===== config.mk =====
export PLATFORM = sky130hd
export DESIGN_NAME = pixel_row_sequencer
export DESIGN_NICKNAME = d
export VERILOG_FILES = /design/src/rtl/pixel_row_sequencer.sv
export SDC_FILE = /design/constraint.sdc
export NUM_CORES = 1
export LEC_CHECK = 0
export ABC_CLOCK_PERIOD_IN_PS = 3990
export BUFFER_PORTS_ARGS = -buffer_cell sky130_fd_sc_hd__buf_4
export CELL_PAD_IN_SITES_DETAIL_PLACEMENT = 0
export CELL_PAD_IN_SITES_GLOBAL_PLACEMENT = 1
export CORE_MARGIN = 2
export CORE_UTILIZATION = 43
export CTS_BUF_LIST = sky130_fd_sc_hd__clkbuf_8
export CTS_CLUSTER_SIZE = 20
export DETAILED_ROUTE_END_ITERATION = 8
export PLACE_DENSITY_LB_ADDON = 0.1
export SLEW_MARGIN = 20
export SYNTH_ARGS = -nofsm -noshare
export SYNTH_HDL_FRONTEND = slang
export SYNTH_SLANG_ARGS = --single-unit

===== constraint.sdc =====
create_clock -name clk -period 3.99 [get_ports clk]
set_clock_uncertainty 0.2 [all_clocks]
set_input_delay 0.1995 -clock clk [delete_from_list [all_inputs] [get_ports clk]]
set_output_delay 0.1995 -clock clk [all_outputs]
set_load 0.02 [all_outputs]

===== src/rtl/pixel_row_sequencer.sv =====
// pixel_row_sequencer
//
// Frame controller for one pixel row column. A frame erases the pixels, exposes
// them, then reads each pixel out through the row mux and the shared SAR ADC.
// Each readout produces one registered sample, which is flagged if the ADC
// timed out.
//
// Ports
//   clk             single clock, rising edge
//   reset           synchronous, active-low
//   start           begin a frame (sampled only in IDLE)
//   abort           synchronous frame abort, beats start and adc_done
//   ERASE, EXPOSE   shared pixel control lines
//   decoder_select  row mux select, index of the pixel under readout
//   adc_reset       one-cycle clear pulse to the SAR ADC
//   adc_enable      SAR ADC enable, high while converting
//   adc_done        SAR ADC conversion done (only looked at while converting)
//   adc_data        SAR ADC code
//   pixel_valid     one-cycle sample strobe
//   pixel_data      captured code (0 on timeout)
//   pixel_index     index of the captured pixel
//   pixel_timeout   sample came from a timed-out conversion
//   busy            high whenever a frame is in progress
//   frame_done      one-cycle pulse at the end of a frame
//
// State table
//   state     | meaning
//   IDLE      | waiting for start, all outputs low
//   ERASE_ST  | ERASE high for ERASE_CYCLES
//   EXPOSE_ST | EXPOSE high for EXPOSE_CYCLES
//   SELECT    | mux points at idx, settling for SETTLE_CYCLES
//   CLEAR     | one-cycle ADC clear, drops any stale done
//   CONVERT   | ADC enabled, waiting up to TIMEOUT cycles for done
//   EMIT      | pixel_valid strobe for the captured sample
//   DONE      | frame_done strobe

module pixel_row_sequencer #(
  parameter int width         = 2,
  parameter int rows          = 2,
  parameter int resolution    = 8,
  parameter int ERASE_CYCLES  = 4,
  parameter int EXPOSE_CYCLES = 16,
  parameter int SETTLE_CYCLES = 2,
  parameter int TIMEOUT       = 64
) (
  input  logic                  clk,
  input  logic                  reset,
  input  logic                  start,
  input  logic                  abort,
  output logic                  ERASE,
  output logic                  EXPOSE,
  output logic [width:0]        decoder_select,
  output logic                  adc_reset,
  output logic                  adc_enable,
  input  logic                  adc_done,
  input  logic [resolution-1:0] adc_data,
  output logic                  pixel_valid,
  output logic [resolution-1:0] pixel_data,
  output logic [width:0]        pixel_index,
  output logic                  pixel_timeout,
  output logic                  busy,
  output logic                  frame_done
);

  localparam int MAX_EE     = (ERASE_CYCLES > EXPOSE_CYCLES) ? ERASE_CYCLES : EXPOSE_CYCLES;
  localparam int MAX_ST     = (SETTLE_CYCLES > TIMEOUT) ? SETTLE_CYCLES : TIMEOUT;
  localparam int MAX_CYCLES = (MAX_EE > MAX_ST) ? MAX_EE : MAX_ST;
  localparam int CW         = $clog2(MAX_CYCLES + 1);
  localparam int IW         = width + 1;

  // Phase counter loads N-1 on entry and the state exits when it reads zero,
  // so a phase lasts exactly N cycles.
  localparam logic [CW-1:0] ERASE_LOAD   = CW'(ERASE_CYCLES - 1);
  localparam logic [CW-1:0] EXPOSE_LOAD  = CW'(EXPOSE_CYCLES - 1);
  localparam logic [CW-1:0] SETTLE_LOAD  = CW'(SETTLE_CYCLES - 1);
  localparam logic [CW-1:0] TIMEOUT_LOAD = CW'(TIMEOUT - 1);
  localparam logic [IW-1:0] LAST_IDX     = IW'(rows - 1);

  typedef enum logic [2:0] {
    IDLE,
    ERASE_ST,
    EXPOSE_ST,
    SELECT,
    CLEAR,
    CONVERT,
    EMIT,
    DONE
  } state_t;

  state_t        state, state_nxt;
  logic [CW-1:0] cnt, cnt_nxt;
  logic [IW-1:0] idx, idx_nxt;
  logic          capture;
  logic          capture_timeout;

  always_ff @(posedge clk) begin
    if (!reset) begin
      state         <= IDLE;
      cnt           <= '0;
      idx           <= '0;
      pixel_data    <= '0;
      pixel_index   <= '0;
      pixel_timeout <= 1'b0;
    end else begin
      state <= state_nxt;
      cnt   <= cnt_nxt;
      idx   <= idx_nxt;
      if (capture) begin
        pixel_data    <= capture_timeout ? '0 : adc_data;
        pixel_index   <= idx;
        pixel_timeout <= capture_timeout;
      end
    end
  end

  always_comb begin
    state_nxt       = state;
    cnt_nxt         = (cnt != '0) ? cnt - CW'(1) : '0;
    idx_nxt         = idx;
    capture         = 1'b0;
    capture_timeout = 1'b0;

    case (state)
      IDLE: begin
        idx_nxt = '0;
        if (start) begin
          state_nxt = ERASE_ST;
          cnt_nxt   = ERASE_LOAD;
        end
      end
      ERASE_ST: begin
        if (cnt == '0) begin
          state_nxt = EXPOSE_ST;
          cnt_nxt   = EXPOSE_LOAD;
        end
      end
      EXPOSE_ST: begin
        if (cnt == '0) begin
          state_nxt = SELECT;
          cnt_nxt   = SETTLE_LOAD;
          idx_nxt   = '0;
        end
      end
      SELECT: begin
        if (cnt == '0) begin
          state_nxt = CLEAR;
          cnt_nxt   = '0;
        end
      end
      CLEAR: begin
        state_nxt = CONVERT;
        cnt_nxt   = TIMEOUT_LOAD;
      end
      CONVERT: begin
        // A done that is already high on the first CONVERT cycle counts.
        if (adc_done) begin
          state_nxt = EMIT;
          cnt_nxt   = '0;
          capture   = 1'b1;
        end else if (cnt == '0) begin
          state_nxt       = EMIT;
          cnt_nxt         = '0;
          capture         = 1'b1;
          capture_timeout = 1'b1;
        end
      end
      EMIT: begin
        if (idx < LAST_IDX) begin
          state_nxt = SELECT;
          cnt_nxt   = SETTLE_LOAD;
          idx_nxt   = idx + IW'(1);
        end else begin
          state_nxt = DONE;
          cnt_nxt   = '0;
        end
      end
      DONE: begin
        state_nxt = IDLE;
        cnt_nxt   = '0;
        idx_nxt   = '0;
      end
      default: begin
        state_nxt = IDLE;
        cnt_nxt   = '0;
        idx_nxt   = '0;
      end
    endcase

    // Abort beats every other transition, including a capture on adc_done.
    if (abort) begin
      state_nxt       = IDLE;
      cnt_nxt         = '0;
      idx_nxt         = '0;
      capture         = 1'b0;
      capture_timeout = 1'b0;
    end
  end

  // Moore outputs: every strobe and enable is a pure state decode, so they all
  // drop on the edge that returns the FSM to IDLE (abort or reset).
  always_comb begin
    ERASE          = (state == ERASE_ST);
    EXPOSE         = (state == EXPOSE_ST);
    adc_reset      = (state == CLEAR);
    adc_enable     = (state == CONVERT);
    pixel_valid    = (state == EMIT);
    frame_done     = (state == DONE);
    busy           = (state != IDLE);
    decoder_select = '0;
    if ((state == SELECT) || (state == CLEAR) || (state == CONVERT) || (state == EMIT)) begin
      decoder_select = idx;
    end
  end

endmodule


==> flow_summary.json, run 1 <==
{
  "run_status": "finished clean",
  "syn-mean-instance-area_um2": 8.42,
  "final_layout_size_suffix_gt1_share_pct": 22.5,
  "path_clk_slew_ns": 0.09,
  "netlist.area_leader.share_pct": 37.4,
  "drt-total-wl_mm": 3.52,
  "std_cell_rows": 20,
  "drt-vias-per-instance": 5.93,
  "synth_enable_flop_cells": 0,
  "gp_congestion": 0.838,
  "fp.dieW_um": 59.8,
  "detail_route.iter0.violations": 64,
  "length_of_the_first_detailed_routing_pass_in_iterations": 4,
  "ant_nets": 0,
  "worstSkewPairLatency_ns": 0.27,
  "finalSetupViolCount": 0,
  "synth.area.top_cells": "dfxtp_1 (37%), a21oi_1 (5.6%), a22o_1 (5.2%)",
  "detail_route.wl_per_cell_um": 15.1,
  "cts_tree": "yes",
  "vdd_drop_max_uv": 175,
  "maximum_level_of_the_cts_h_tree": 1,
  "ctsHoldBuffers": 9,
  "port_buffers": 34,
  "die_area_um2": 3580,
  "syn_area_um2": 1340,
  "synth_sequential_area_ratio_pct": 37.4,
  "synth_nets": 175,
  "synth.lib_cells_used.distinct": 45,
  "synth_flop_cell": "dfxtp_1",
  "drt_drc": 0,
  "period_needed_ns": 2.35,
  "final_min_period_over_clock_period_pct": 58.8,
  "floorplan.initialDensity_pct": 44.6,
  "cts.root.buffer_cell": "clkbuf_8",
  "maxCapViolCount": 0,
  "grt_residual_overflow": 0,
  "routed-via-count": 1381,
  "synthCells": 159,
  "cts-resized-gates": 0,
  "crit-reg2reg-launch": "state[2]",
  "pin_count_of_the_biggest_net_entering_global_routing": 24,
  "max_freq_ghz": 0.426,
  "synth_largest_area_cell": "dfxtp_1",
  "setup_total_negative_slack_ns": 0,
  "final_hold_viol_count": 0,
  "synthArstFlopShare_pct": 0,
  "num_antenna_cells": 0,
  "holdPathStages": 3,
  "r2r_cells": 4,
  "finalNetCount": 217,
  "start_kind": "flop",
  "cp_max_fo": 16,
  "clk_path_buf_depth": 2,
  "flow.area_growth_from_synthesis_pct": 30.6,
  "worstSetupPathType": "reg2reg",
  "hpwl_mm": 2.57,
  "fp.coreArea_um2": 3000,
  "grt_setup_unrepaired": "no",
  "worst-slew-pin-transition_ns": 0.841,
  "critPathArrivalTime_ns": 2.34,
  "grt_pass1_wl_mm": 5.80,
  "grt_pass1_vias": 1329,
  "power_density_nw_per_um2": 314,
  "antenna_found_initial": 0,
  "maxSlewViolCount": 0,
  "track_usage_pct": 20.9,
  "die_height_um": 59.8,
  "boundaryPins": 35,
  "timing.critical_path.to_type": "flop",
  "worst_hold_startpoint": "reset",
  "count_of_state_elements_after_synthesis": 25,
  "nFillCells": 285,
  "post-route-cell-area_um2": 1750,
  "worst_hold_path_type": "in2reg",
  "yosysWarningCount": 0,
  "cts.repair_timing.setup_buffer_count": 0,
  "p_leak_nw": 0.732,
  "post-layout-total-power_mw": 0.549,
  "clock_sinks": 25,
  "worstPathRequired_ns": 3.99,
  "slew-limit-headroom_pct": 43.5,
  "startpoint": "state[2]",
  "numCtsBuffers": 3,
  "placed_cell_area_um2": 1610
}
-- per-stage QoR --
stage | hold slack, ns | std cells | setup slack [ns] | utilization [%]
finish | 0.0567 | 233 | 1.64 | 58.2
CTS | 0.0504 | 233 | 1.63 | 58.2
global route | 0.0909 | 233 | 1.37 | 58.2
detailed placement | 0.213 | 220 | 1.67 | 53.7
global placement | 0.208 | 220 | 1.77 | 53.7
floorplan | 0.0961 | 159 | 1.96 | -
-- power by group --
group / switching (mW) / leakage [nW] / internal, mW
combinational: 0.0756 / 0.503 / 0.0597
clock: 0.0763 / 0.0269 / 0.0687
sequential: 0.0124 / 0.202 / 0.256
total: 0.164 / 0.732 / 0.384
-- worst max-delay path, cell delays in order, from the launching register on --
cell	delay (ns)
dfxtp_1	0.65
nand3b_1	0.19
or2_2	0.34
nor3_1	0.66
a22o_1	0.24
-- final cells by class --
class | count | area [um2] | area share [%]
Clock buffer | 3 | 41.3 | 2.36
Clock inverter | 1 | 3.75 | 0.215
Inverter | 9 | 33.8 | 1.93
Multi-Input combinational cell | 119 | 782 | 44.7
Sequential cell | 25 | 500 | 28.6
Tap cell | 33 | 41.3 | 2.36
Timing Repair Buffer | 43 | 345 | 19.8
-- placed cells by master (no fill, tap or decap), types with 2 or more instances in the layout --
cell type,Yosys,routed
inv_1,9,10
a21oi_1,15,15
buf_4,0,34
nand2b_1,2,2
a22o_1,8,8
nor2_1,11,11
o211ai_1,2,2
dfxtp_1,25,25
nor3_1,7,7
o21ai_0,9,9
dlygate4sd3_1,0,9
or4_1,2,2
nor2b_1,5,5
a2111oi_0,2,2
or3_1,2,2
xor2_1,2,2
and3_1,2,2
nand2_1,8,8
or2_2,2,2
clkbuf_8,0,3
xnor2_1,3,3
a211oi_1,6,6
nand3_1,5,5
ha_1,3,3
-- final timing paths --
path | end | slack, ns
max reg2reg | pixel_data[0] | 1.64
min reg2reg | pixel_index[2] | 0.28
min | pixel_index[2] | 0.06
max | pixel_data[0] | 1.64
-- state kept, by name (all words and copies together), names as in the netlist --
| signal | flops |
|---|---|
| pixel_index | 3 |
| cnt | 7 |
| idx | 3 |
| pixel_timeout | 1 |
| pixel_data | 8 |
| state | 3 |
-- cells by family (layout without fill, tap and decap cells) --
| kind of cell | Yosys count | in the layout | synth area share, % |
|---|---|---|---|
| XOR/XNOR | 5 | 5 | 3.27 |
| AO/OA/AOI/OAI | 56 | 56 | 28.7 |
| adder cells (fa/ha/maj) | 3 | 3 | 2.80 |
| buffers and inverters | 15 | 56 | 4.21 |
| AND/OR/NAND/NOR | 55 | 55 | 23.6 |
| flip-flops | 25 | 25 | 37.4 |
-- synth_stat cells (2+ instances only) --
master and instances:
a2111oi_0 2, a211oi_1 6, a21oi_1 15, a22o_1 8, and3_1 2, clkbuf_1 6
dfxtp_1 25, ha_1 3, inv_1 9, nand2_1 8, nand2b_1 2, nand3_1 5
nor2_1 11, nor2b_1 5, nor3_1 7, o211ai_1 2, o21ai_0 9, or2_2 2
or3_1 2, or4_1 2, xnor2_1 3, xor2_1 2
-- metal layers --
layer	up-vias	part of all wire, %	GRT usage, %
met5	-	0	0
met1	662	46	29.5
met2	34	51	33.5
li1	683	-	-
met4	0	0.48	6.35
met3	2	3.0	1.95
Power figures use the tool's default switching activity.
==> run 2: changes to the inputs <==
ABC_AREA = 1   (was not set)
ABC_CLOCK_PERIOD_IN_PS = 2400   (was 3990)
CORE_UTILIZATION = 38   (was 43)
clock period = 2.4 ns   (was 3.99 ns; I/O delays follow)
==> run 2 against run 1 <==
Register-to-register slack worse by 1.3 ns. Critical endpoint is now pixel_data[1]. Synthesized cell count up 40%. Largest cell class unchanged. Via count up 13%. Sequential power up 71%. Final area up 12%. Clock power up 81%. Global-route usage down 2.7 points. Critical path type unchanged. Highest routed layer unchanged. Setup slack worse by 1.3 ns.
==> flow_summary.json, run 2 <==
{
  "maxCapViolCount": 0,
  "numCtsBuffers": 3,
  "worstSkewPairLatency_ns": 0.27,
  "final_hold_viol_count": 0,
  "syn_area_um2": 1440,
  "port_buffers": 34,
  "maximum_level_of_the_cts_h_tree": 1,
  "dpl.cell_count": 303,
  "synth_flop_cell": "dfxtp_1",
  "crit_slowest_cell": "dlygate4sd3_1",
  "critPathArrivalTime_ns": 2.03,
  "critical_path.n_buffers_inverters": 3,
  "path_delay_family": "buffers and inverters",
  "maxSlewViolCount": 0,
  "hpwl_mm": 2.58,
  "synthArstFlopShare_pct": 0,
  "worstPathCellList": "inv_2 -> nor2_8 -> inv_4 -> nor2_8 -> nand3_1 -> dlygate4sd3_1 -> a21oi_1",
  "r2r_cells": 7,
  "critical_path_cell_count": 7,
  "clock_sinks": 25,
  "synth.area.top_cells": "dfxtp_1 (35%), nand2_1 (17%), nand3_1 (9.7%)",
  "syn-mean-instance-area_um2": 6.46,
  "clk_path_buf_depth": 2,
  "layoutNonFillerInstCount": 324,
  "grt_pass1_wl_mm": 6.18,
  "fp.coreArea_um2": 3660,
  "setup_total_negative_slack_ns": 0,
  "synth_largest_area_cell": "dfxtp_1",
  "synth_sequential_area_ratio_pct": 34.8,
  "nFillCells": 395,
  "run_status": "finished clean",
  "p_leak_nw": 0.971,
  "post-route-cell-area_um2": 1960,
  "synth_nets": 239,
  "worstSetupPathType": "reg2reg",
  "path_clk_slew_ns": 0.09,
  "sequential_cell_area_in_the_final_layout_um2": 500,
  "synth_enable_flop_cells": 0,
  "cp_max_fo": 10,
  "start_kind": "flop",
  "count_of_state_elements_after_synthesis": 25,
  "cts.root.buffer_cell": "clkbuf_8",
  "cts_tree": "yes",
  "layout.cells.most_common": "nand2_1",
  "ctsHoldBuffers": 17,
  "synthCells": 223,
  "crit-reg2reg-launch": "state[0]",
  "grt_pass1_vias": 1400,
  "crit_path_frequent_cell": "nor2_8",
  "drt_drc": 0,
  "final_layout_size_suffix_gt1_share_pct": 18.1,
  "floorplan.initialDensity_pct": 39.3,
  "pin_count_of_the_biggest_net_entering_global_routing": 16,
  "worst_hold_path_type": "in2reg",
  "detail_route.iter0.violations": 48,
  "placed_cell_area_um2": 1740,
  "critical_path.reg2reg.endpoint": "pixel_data[1]",
  "yosysWarningCount": 0,
  "grt_residual_overflow": 0,
  "finalNetCount": 293,
  "drt-vias-per-instance": 4.82,
  "timing.critical_path.slowest_cell_delay_ns": 0.57,
  "setup.reg_to_reg.worst_slack_ns": 0.38,
  "vdd_drop_max_uv": 238,
  "worst-slew-pin-transition_ns": 0.526,
  "num_antenna_cells": 0,
  "boundaryPins": 35,
  "ant_nets": 0,
  "cts.repair_timing.setup_buffer_count": 0,
  "length_of_the_first_detailed_routing_pass_in_iterations": 4,
  "routed-via-count": 1562,
  "flow.area_growth_from_synthesis_pct": 36.0,
  "finalSetupViolCount": 0,
  "largest_reg_flops": 8,
  "track_usage_pct": 18.1,
  "gp_congestion": 0.774,
  "reg_top3": "pixel_data (8), cnt (7)",
  "startpoint": "state[0]",
  "layout.cells.most_common_list": "nand2_1 (65), nor2_1 (34), buf_4 (34)",
  "max_freq_ghz": 0.495,
  "antenna_found_initial": 0,
  "die_height_um": 65.6,
  "period_needed_ns": 2.02,
  "detail_route.wl_per_cell_um": 11.0,
  "synth.lib_cells_used.distinct": 21,
  "cts-resized-gates": 0,
  "final_min_period_over_clock_period_pct": 84.1,
  "power_density_nw_per_um2": 574,
  "slew-limit-headroom_pct": 64.8,
  "holdPathStages": 3,
  "grt_setup_unrepaired": "no",
  "synth_most_common_cell": "nand2_1",
  "area_of_combinational_cells_with_multiple_inputs_um2": 812,
  "fp.dieW_um": 65.6,
  "std_cell_rows": 22,
  "drt-total-wl_mm": 3.57,
  "finish.utilization_pct": 53.5,
  "synth_common_cells": "nand2_1 (65), nor2_1 (34), nand3_1 (28)",
  "registers.top_by_ff_count": "pixel_data",
  "netlist.area_leader.share_pct": 34.8,
  "endpoint": "pixel_data[1]",
  "worstPathRequired_ns": 2.41,
  "timing.critical_path.to_type": "flop",
  "die_area_um2": 4300
}
-- run 2: cell count changes in the layout (fill, tap and decap cells not counted), moves of 6 or more --
cell | before | now
nor2_1 | 11 | 34
inv_1 | 10 | 25
nand2_1 | 8 | 65
a211oi_1 | 6 | 0
a22o_1 | 8 | 0
nand3_1 | 5 | 28
dlygate4sd3_1 | 9 | 17
-- run 2: kinds of logic after synthesis --
family / share of synthesized area (%)
AO/OA/AOI/OAI: 10.1
XOR/XNOR: 0.608
adder cells (fa/ha/maj): 2.61
buffers and inverters: 8.86
flip-flops: 34.8
AND/OR/NAND/NOR: 43.1
-- run 2: how the worst min path moves through the flow --
| stage | start | end |
|---|---|---|
| 4_1_cts | adc_done | pixel_data[4] |
| 3_3_place_gp | reset | pixel_index[0] |
| 5_1_grt | adc_done | pixel_data[4] |
| 2_1_floorplan | reset | pixel_index[0] |
| 3_5_place_dp | reset | pixel_index[0] |
| 6_report | adc_done | pixel_data[4] |
-- run 2: tightest hold or removal path: stages --
cell,delay (ns)
buf_4,0.16
nand3_1,0.09
a21oi_1,0.06
-- run 2: where the power goes --
| part | total (mW) | leakage (nW) | internal, mW | switching [mW] |
|---|---|---|---|---|
| Combinational | 0.403 | 0.747 | 0.148 | 0.255 |
| Clock | 0.263 | 0.0217 | 0.118 | 0.145 |
| Sequential | 0.457 | 0.202 | 0.435 | 0.0218 |
| Total | 1.12 | 0.971 | 0.702 | 0.422 |
-- run 2: area by class of cell --
class / count / share of cell area [%]
multi-input combinational: 167 / 41.5
sequential: 25 / 25.6
timing repair buffer: 51 / 21.7
inverter: 29 / 5.69
tap: 48 / 3.07
clock buffer: 3 / 2.11
clock inverter: 1 / 0.383
-- run 2: per-layer routing --
layer / global-route usage [%] / wire length, um / up-vias
met5: 0 / 0 / -
met4: 7.03 / 50 / 0
met3: 1.71 / 97 / 5
met2: 30.2 / 1720 / 33
met1: 24.2 / 1700 / 714
li1: - / - / 810
-- run 2: per-stage QoR --
| stage | power [mW] | setup slack [ns] | hold slack (ns) |
|---|---|---|---|
| global route | 1.21 | 0.248 | 0.0137 |
| finish | 1.12 | 0.381 | 0.00171 |
| global placement | 0.861 | 0.645 | 0.192 |
| floorplan | 0.763 | 0.815 | 0.0285 |
| CTS | 1.14 | 0.410 | 0.00240 |
| detailed placement | 0.856 | 0.576 | 0.189 |
==> run 3: changes to the inputs <==
ABC_CLOCK_PERIOD_IN_PS = 1940   (was 2400)
clock period = 1.94 ns   (was 2.4 ns; I/O delays follow)
==> run 3 against run 2 <==
Sequential share of layout area increased by 0.23 points. Sequential power increased by 24%. Highest routed layer unchanged. Via count decreased by 2.5%.
==> flow_summary.json, run 3 (synthesis results as in run 2) <==
{
  "drt_drc": 0,
  "reg_top3": "pixel_data (8), cnt (7)",
  "worstPathRequired_ns": 1.95,
  "period_needed_ns": 1.82,
  "final_min_period_over_clock_period_pct": 93.8,
  "timing.critical_path.to_type": "flop",
  "power_density_nw_per_um2": 743,
  "port_buffers": 34,
  "registers.top_by_ff_count": "pixel_data",
  "flow.area_growth_from_synthesis_pct": 34.8,
  "grt_pass1_wl_mm": 6.06,
  "pin_count_of_the_biggest_net_entering_global_routing": 16,
  "cts_tree": "yes",
  "critPathArrivalTime_ns": 1.83,
  "setup_total_negative_slack_ns": 0,
  "track_usage_pct": 17.8,
  "worst_hold_path_type": "in2reg",
  "detail_route.wl_per_cell_um": 11.1,
  "floorplan.initialDensity_pct": 39.3,
  "crit_slowest_cell": "dfxtp_1",
  "post-route-cell-area_um2": 1940,
  "hpwl_mm": 2.56,
  "largest_reg_flops": 8,
  "drt-total-wl_mm": 3.61,
  "cp_max_fo": 7,
  "std_cell_rows": 22,
  "detail_route.iter0.violations": 75,
  "final_hold_viol_count": 0,
  "num_antenna_cells": 0,
  "layoutNonFillerInstCount": 324,
  "grt_pass1_vias": 1386,
  "numCtsBuffers": 3,
  "drt-vias-per-instance": 4.70,
  "clock_sinks": 25,
  "p_leak_nw": 0.992,
  "ant_nets": 0,
  "clk_path_buf_depth": 2,
  "crit_path_frequent_cell": "nand2_1",
  "final_layout_size_suffix_gt1_share_pct": 20.3,
  "setup_ws_ns": 0.121,
  "gp_congestion": 0.779,
  "nFillCells": 386,
  "worstSetupPathType": "reg2reg",
  "grt_residual_overflow": 0,
  "fp.coreArea_um2": 3660,
  "maxSlewViolCount": 0,
  "finalNetCount": 293,
  "max_freq_ghz": 0.550,
  "maximum_level_of_the_cts_h_tree": 1,
  "run_status": "finished clean",
  "die_height_um": 65.6,
  "placed_cell_area_um2": 1750,
  "dpl.cell_count": 304,
  "layout.cells.most_common": "nand2_1",
  "start_kind": "flop",
  "layout.cells.most_common_list": "nand2_1 (65), buf_4 (39), nor2_1 (34)",
  "maxCapViolCount": 0,
  "worstSkewPairLatency_ns": 0.27,
  "worstPathCellList": "inv_1 -> ha_1 -> nand2_1 -> nor2_4 -> o21ai_4 -> buf_2 -> nand2_1 -> a21oi_1",
  "boundaryPins": 35,
  "timing.critical_path.slowest_cell_delay_ns": 0.36,
  "grt_setup_unrepaired": "no",
  "fp.dieW_um": 65.6,
  "worst-slew-pin-transition_ns": 0.300,
  "cts.root.buffer_cell": "clkbuf_8",
  "length_of_the_first_detailed_routing_pass_in_iterations": 4,
  "die_area_um2": 4300,
  "finalSetupViolCount": 0,
  "whs_ns": 0.145,
  "routed-via-count": 1523,
  "antenna_found_initial": 0,
  "slew-limit-headroom_pct": 79.8,
  "vdd_drop_max_uv": 274,
  "dp_worst_setup_slack_ns": 0.139,
  "path_clk_slew_ns": 0.10
}
[run 3: cell count changes in the layout (fill, tap and decap cells not counted)]
cell,delta
dlygate4sd3_1,-6
buf_4,+5
buf_2,+1
[run 3: power breakdown]
group	internal (mW)	total (mW)	switching, mW
combinational	0.222	0.549	0.327
clock	0.146	0.328	0.182
sequential	0.538	0.565	0.0268
total	0.906	1.44	0.536
[run 3: final timing paths]
kind         depth (start not counted)  slack [ns]             to     startpoint
max reg2reg                          8        0.12  pixel_timeout         cnt[0]
min reg2reg                          2        0.27  pixel_data[0]  pixel_data[0]
min                                  4        0.15       state[1]          start
max                                  8        0.12  pixel_timeout         cnt[0]
[run 3: critical path, delay by kind of cell (launching register included)]
| kind | cells | cell delay (ns) |
|---|---|---|
| adder cells (fa/ha/maj) | 1 | 0.24 |
| AO/OA/AOI/OAI | 2 | 0.36 |
| AND/OR/NAND/NOR | 3 | 0.25 |
| buffers and inverters | 2 | 0.35 |
| flip-flops | 1 | 0.36 |
[run 3: routing by layer]
metal	vias up	GRT usage, %	wire length (um)
met3	6	2.23	113
met2	29	29.5	1750
met5	-	0	0
met1	677	23.4	1680
met4	0	7.03	62
li1	811	-	-
[run 3: layout make-up]
class	instances	area, um2	area share (%)
clock inverter	1	7.51	0.387
inverter	29	111	5.74
clock buffer	3	41.3	2.13
sequential	25	500	25.8
timing repair buffer	51	408	21.0
multi-input combinational	167	812	41.8
tap	48	60.1	3.09
[run 3: per-stage QoR]
step	power [mW]	utilization, %
finish	1.44	53.0
global route	1.56	53.0
CTS	1.42	52.1
detailed placement	1.06	47.7
global placement	1.07	47.7
floorplan	0.943	-
[run 3: timing repair]
action	4_1_cts	5_1_grt
buffers inserted	0	5
hold buffers	11	0
endpoints found under the hold margin	12	0
gates resized for setup	0	0
setup endpoints to repair	0	3
